$ cat src/rtl/fifo_rd_packer_if.sv
// fifo_rd_packer_if: FIFO read port, flush request and packed output stream.
interface fifo_rd_packer_if #(
  parameter int W_IN   = 8,
  parameter int NBYTES = 4
);
  logic [W_IN-1:0]             rdata;
  logic                        rrdy;
  logic                        rget;
  logic                        flush;
  logic [W_IN*NBYTES-1:0]      out_data;
  logic [$clog2(NBYTES+1)-1:0] out_bytes;
  logic                        out_valid;
  logic                        out_ready;
  modport master (
    output rdata, rrdy, flush, out_ready,
    input  rget, out_data, out_bytes, out_valid
  );
  modport slave (
    input  rdata, rrdy, flush, out_ready,
    output rget, out_data, out_bytes, out_valid
  );
endinterface

$ cat src/rtl/fifo_rd_packer.sv
// fifo_rd_packer: pops narrow FIFO words and packs NBYTES of them into one wide output word.
module fifo_rd_packer #(
  parameter int W_IN   = 8,
  parameter int NBYTES = 4
) (
  input logic            rclk,
  input logic            rrst_n,
  fifo_rd_packer_if.slave bus
);
  localparam int DW = W_IN * NBYTES;
  localparam int CW = $clog2(NBYTES);
  localparam int BW = $clog2(NBYTES + 1);
  localparam logic [CW-1:0] LAST = CW'(NBYTES - 1);
  logic [DW-1:0] acc, acc_n;
  logic [CW-1:0] cnt;
  logic          flush_pend, free, pop, load;
  assign free = !bus.out_valid || bus.out_ready;
  // Stall only the final lane: earlier lanes can accumulate behind a held word.
  assign bus.rget = rrst_n && bus.rrdy && !(cnt == LAST && !free);
  assign pop = bus.rget;
  // A final-lane pop always loads; its full word also satisfies a coincident flush.
  assign load = (pop && cnt == LAST) || ((bus.flush || flush_pend) && free && (cnt != '0 || pop));
  always_comb begin
    acc_n = acc;
    for (int i = 0; i < NBYTES; i++)
      if (pop && cnt == CW'(i)) acc_n[i*W_IN +: W_IN] = bus.rdata;
  end
  always_ff @(posedge rclk or negedge rrst_n)
    if (!rrst_n) begin
      acc           <= '0;
      cnt           <= '0;
      flush_pend    <= 1'b0;
      bus.out_data  <= '0;
      bus.out_bytes <= '0;
      bus.out_valid <= 1'b0;
    end else begin
      if (load) begin
        bus.out_data  <= acc_n;
        bus.out_bytes <= BW'(cnt) + BW'(pop);
        bus.out_valid <= 1'b1;
        acc           <= '0;
        cnt           <= '0;
      end else begin
        if (free) bus.out_valid <= 1'b0;
        if (pop) begin
          acc <= acc_n;
          cnt <= cnt + CW'(1);
        end
      end
      flush_pend <= (load || (cnt == '0 && !pop)) ? 1'b0 : (flush_pend || bus.flush);
    end
endmodule

$ cat src/flat_wrapper.sv
// flat-port wrapper written by rule: the top's interface ports become plain ports
module fifo_rd_packer_flat 
#(
  parameter int W_IN   = 8,
  parameter int NBYTES = 4
)
  (rclk, rrst_n, bus_rdata, bus_rrdy, bus_flush, bus_out_ready, bus_rget, bus_out_data, bus_out_bytes, bus_out_valid);
  fifo_rd_packer_if #(.W_IN(W_IN), .NBYTES(NBYTES)) bus_i ();
  input logic rclk;
  input logic rrst_n;
  input wire logic [$bits(bus_i.rdata)-1:0] bus_rdata;
  input wire logic [$bits(bus_i.rrdy)-1:0] bus_rrdy;
  input wire logic [$bits(bus_i.flush)-1:0] bus_flush;
  input wire logic [$bits(bus_i.out_ready)-1:0] bus_out_ready;
  output wire logic [$bits(bus_i.rget)-1:0] bus_rget;
  output wire logic [$bits(bus_i.out_data)-1:0] bus_out_data;
  output wire logic [$bits(bus_i.out_bytes)-1:0] bus_out_bytes;
  output wire logic [$bits(bus_i.out_valid)-1:0] bus_out_valid;
  assign bus_i.rdata = bus_rdata;
  assign bus_i.rrdy = bus_rrdy;
  assign bus_i.flush = bus_flush;
  assign bus_i.out_ready = bus_out_ready;
  assign bus_rget = bus_i.rget;
  assign bus_out_data = bus_i.out_data;
  assign bus_out_bytes = bus_i.out_bytes;
  assign bus_out_valid = bus_i.out_valid;
  fifo_rd_packer #(.W_IN(W_IN), .NBYTES(NBYTES)) u_core (.rclk(rclk), .rrst_n(rrst_n), .bus(bus_i));
endmodule
$ cat config.mk
export PLATFORM = sky130hd
export DESIGN_NAME = fifo_rd_packer_flat
export DESIGN_NICKNAME = d
export VERILOG_FILES = /design/src/rtl/fifo_rd_packer_if.sv /design/src/rtl/fifo_rd_packer.sv /design/src/flat_wrapper.sv
export SDC_FILE = /design/constraint.sdc
export NUM_CORES = 1
export LEC_CHECK = 0
export CAP_MARGIN = 10
export CORE_AREA = 5 5 97 99
export CTS_CLUSTER_SIZE = 12
export DETAILED_ROUTE_END_ITERATION = 10
export DIE_AREA = 0 0 102 104
export PLACE_DENSITY = 0.66
export SETUP_SLACK_MARGIN = 0.5
export SLEW_MARGIN = 40
export SYNTH_ARGS = -nofsm -noshare
export SYNTH_HDL_FRONTEND = slang
export SYNTH_SLANG_ARGS = --single-unit
$ cat constraint.sdc
create_clock -name rclk -period 2 [get_ports rclk]
set_input_delay 0.3 -clock rclk [delete_from_list [all_inputs] [get_ports rclk]]
set_output_delay 0.3 -clock rclk [all_outputs]
set_load 0.03 [all_outputs]
==> metrics.yaml <==
outcome:
  status: "finished, final reports clean"
final_layout:
  post_route_cells_drive_above_1_share: 0.203
  final_cell_mix: "dfrtp_1, nor2_1, dlygate4sd2_1"
  layout.nets: 331
  layout_commonest_cell: "dfrtp_1"
  final_cells: 424
  diodes: 0
  syn_to_final_growth_pct: 39.9
  final_core_util: 0.469
cts:
  numCtsBuffers: 9
  cts_tree: "built"
  clk_pin_slew_ps: 70
  clockRootBuffer: "clkbuf_8"
  clk_latency_ps: 330
  clock_tree.buffer_depth: 2
  htreeDepth: 3
  cts_num_sinks: 71
critical_path:
  path_class: "flop to output port"
  required_ps: 1700
  arrival_ps: 1540
  cp_slowest_cell: "dfrtp_1"
  rr_worst_depth: 7
  critPathCaptureType: "output port"
  cpPeakStageDelay_ps: 420
  cp-start-kind: "flop"
  crit_path_max_fanout: 6
  cpMostUsedCell: "buf_6"
  path_cells: "ha_4 > and3b_2 > nor2_4 > buf_6 > buf_6"
sta:
  maxSlewViolCount: 0
  fin_worst_skew_ps: 3.36
  hold_viol: 0
  max-slew-margin-rel: 0.655
  fmax_mhz: 542
  post-route-period-util: 0.922
  setup_tns_ps: 0
  post-route-min-period_ps: 1840
  rsz0062_at_grt: "yes"
  worst_pin_slew_ps: 518
  finalSetupViolCount: 0
place:
  gp_congestion: 0.695
  placed_cells: 396
  io_buffers: 49
  hpwlAfterDp_mm: 4.04
global_routing:
  globalRouteTotalUtil: 0.136
  grt_antenna_before_repair: 0
  grt_start_max_net_pins: 58
  grt_overflow: 0
  grt_first_pass_wirelength_mm: 11.1
  grt_pass1_vias: 2086
power_and_ir_drop:
  vdd_drop_max_uv: 821
  p_int_uw: 3710
  power_frac_seq: 0.367
  clkPwrFrac: 0.168
  switching_share: 0.397
  power.density_mw_per_mm2: 1550
  p_leak_uw: 0.00182
  p_sw_uw: 2440
  combPwrFrac: 0.465
yosys:
  synth_cell_types: 21
  synth_top_cell_area_share: 0.625
  synth_area_mm2: 0.00284
  synth_area_leaders: "dfrtp_1, mux2i_1, nor2_1"
  synth_seq_area_share: 0.625
  synth_nets: 263
  syn_inst: 244
  yosys.area.top_type: "dfrtp_1"
  yosysWarnings: 0
  syn_avg_cell_area_um2: 11.6
  ys_ff_latch: 71
detailed_routing:
  drt_iter0_markers: 65
  vias: 2040
  wl_per_cell_um: 16.0
  ant_nets: 0
  drc: 0
  drt_pre_antenna_iters: 4
  vias_per_cell: 4.81
  wirelength_mm: 6.77
flow_run:
  maxCapViolations: 0
floorplan:
  start_util: 0.336
  placementRows: 34
  dieArea_mm2: 0.0106
  die_width_um: 102
  core_mm2: 0.00847
  die_height_um: 104
  ios: 50
hold_path:
  worstHoldPathType: "input port to asynchronous set/reset pin"
-- sequential cells by signal (all words and copies together) (netlist names) --
register	count
u_core.bus.out_data	32
u_core.cnt	2
u_core.flush_pend	1
u_core.acc	32
u_core.bus.out_valid	1
u_core.bus.out_bytes	3
-- synth_stat cells --
cell type / number
dfrtp_1: 71
nor2_1: 67
a21oi_1: 33
mux2i_1: 32
buf_2: 8
buf_4: 6
ha_1: 6
mux2_2: 3
nor3b_2: 3
and3b_1: 2
inv_1: 2
o21ai_0: 2
a221oi_2: 1
clkbuf_1: 1
nand2_1: 1
nand2_2: 1
nand3_1: 1
nor2_2: 1
nor2b_1: 1
or2_2: 1
xnor2_1: 1
-- critical path, delay by kind of cell, from the launching register on --
kind | cells | cell delay (ps)
buf+inv | 2 | 230
fa+ha+maj | 1 | 180
flops | 1 | 420
simple gates | 2 | 390
-- power by group through the flow --
stage               sequential [uW]  combinational [uW]  clock (uW)
floorplan                      2970                 938           0
global placement               2290                2670           0
CTS                            2260                2830        1060
finish                         2260                2860        1030
global route                   2330                3110        1130
detailed placement             2290                2710           0
-- worst paths after layout --
| path | startpoint | endpoint | slack, ps |
|---|---|---|---|
| hold reg to reg | u_core.bus.out_bytes[2]$_DFFE_PN0P_ | u_core.bus.out_bytes[2]$_DFFE_PN0P_ | 500 |
| setup reg to reg | u_core.cnt[1]$_DFFE_PN0P_ | u_core.bus.out_bytes[1]$_DFFE_PN0P_ | 160 |
| setup / recovery | u_core.cnt[1]$_DFFE_PN0P_ | bus_rget | 160 |
| max in group asynchronous | rrst_n | u_core.cnt[0]$_DFFE_PN0P_ | 1270 |
| min in group rclk | u_core.bus.out_bytes[2]$_DFFE_PN0P_ | u_core.bus.out_bytes[2]$_DFFE_PN0P_ | 500 |
| hold / removal | rrst_n | u_core.flush_pend$_DFF_PN0_ | 80 |
-- area by class of cell --
cell class | instances | area, um^2
clock buffers | 15 | 176
repair buffers | 72 | 802
well taps | 108 | 135
flip-flops and latches | 71 | 1780
inverters | 2 | 7.51
multi-input cells | 156 | 1070
fillers | 785 | 4490
-- per-stage QoR --
| step | setup WS [ps] | power, uW | hold slack, ps | instance area, um^2 |
|---|---|---|---|---|
| 4_1_cts | 169 | 6150 | 192 | 3900 |
| 3_5_place_dp | -44.3 | 5000 | 327 | 3520 |
| 6_report | 156 | 6160 | 77.2 | 3970 |
| 5_1_grt | 99.9 | 6570 | 126 | 3970 |
| 3_3_place_gp | -16.9 | 4950 | 320 | 3520 |
| 2_1_floorplan | 65.4 | 3910 | 4.41 | 2870 |
-- layer usage --
layer,wire length (um),share of wire,vias up,track usage
met4,99,0.015,0,0.0534
met5,0,0,-,0
li1,-,-,951,-
met2,3190,0.47,53,0.201
met3,292,0.043,8,0.0282
met1,3190,0.47,1028,0.195
-- cells by family (layout without fill, tap and decap cells) --
group	Yosys count	after routing	share of synthesized area
adder cells (fa/ha/maj)	6	6	0.0264
AO/OA/AOI/OAI	36	36	0.0669
XOR/XNOR	1	1	0.00308
multiplexers	35	35	0.125
AND/OR/NAND/NOR	78	78	0.120
flip-flops	71	71	0.625
buffers and inverters	17	89	0.0339
-- repair_timing --
item / 4_1_cts / 5_1_grt
pin swaps: 2 / 0
setup buffers: 6 / 2
gates cloned: 4 / 0
hold buffers: 1 / 0
resized for setup: 54 / 13
hold endpoints to repair: 14 / 0
endpoints found under the setup margin: 107 / 71
(Power assumes the default switching activity.)
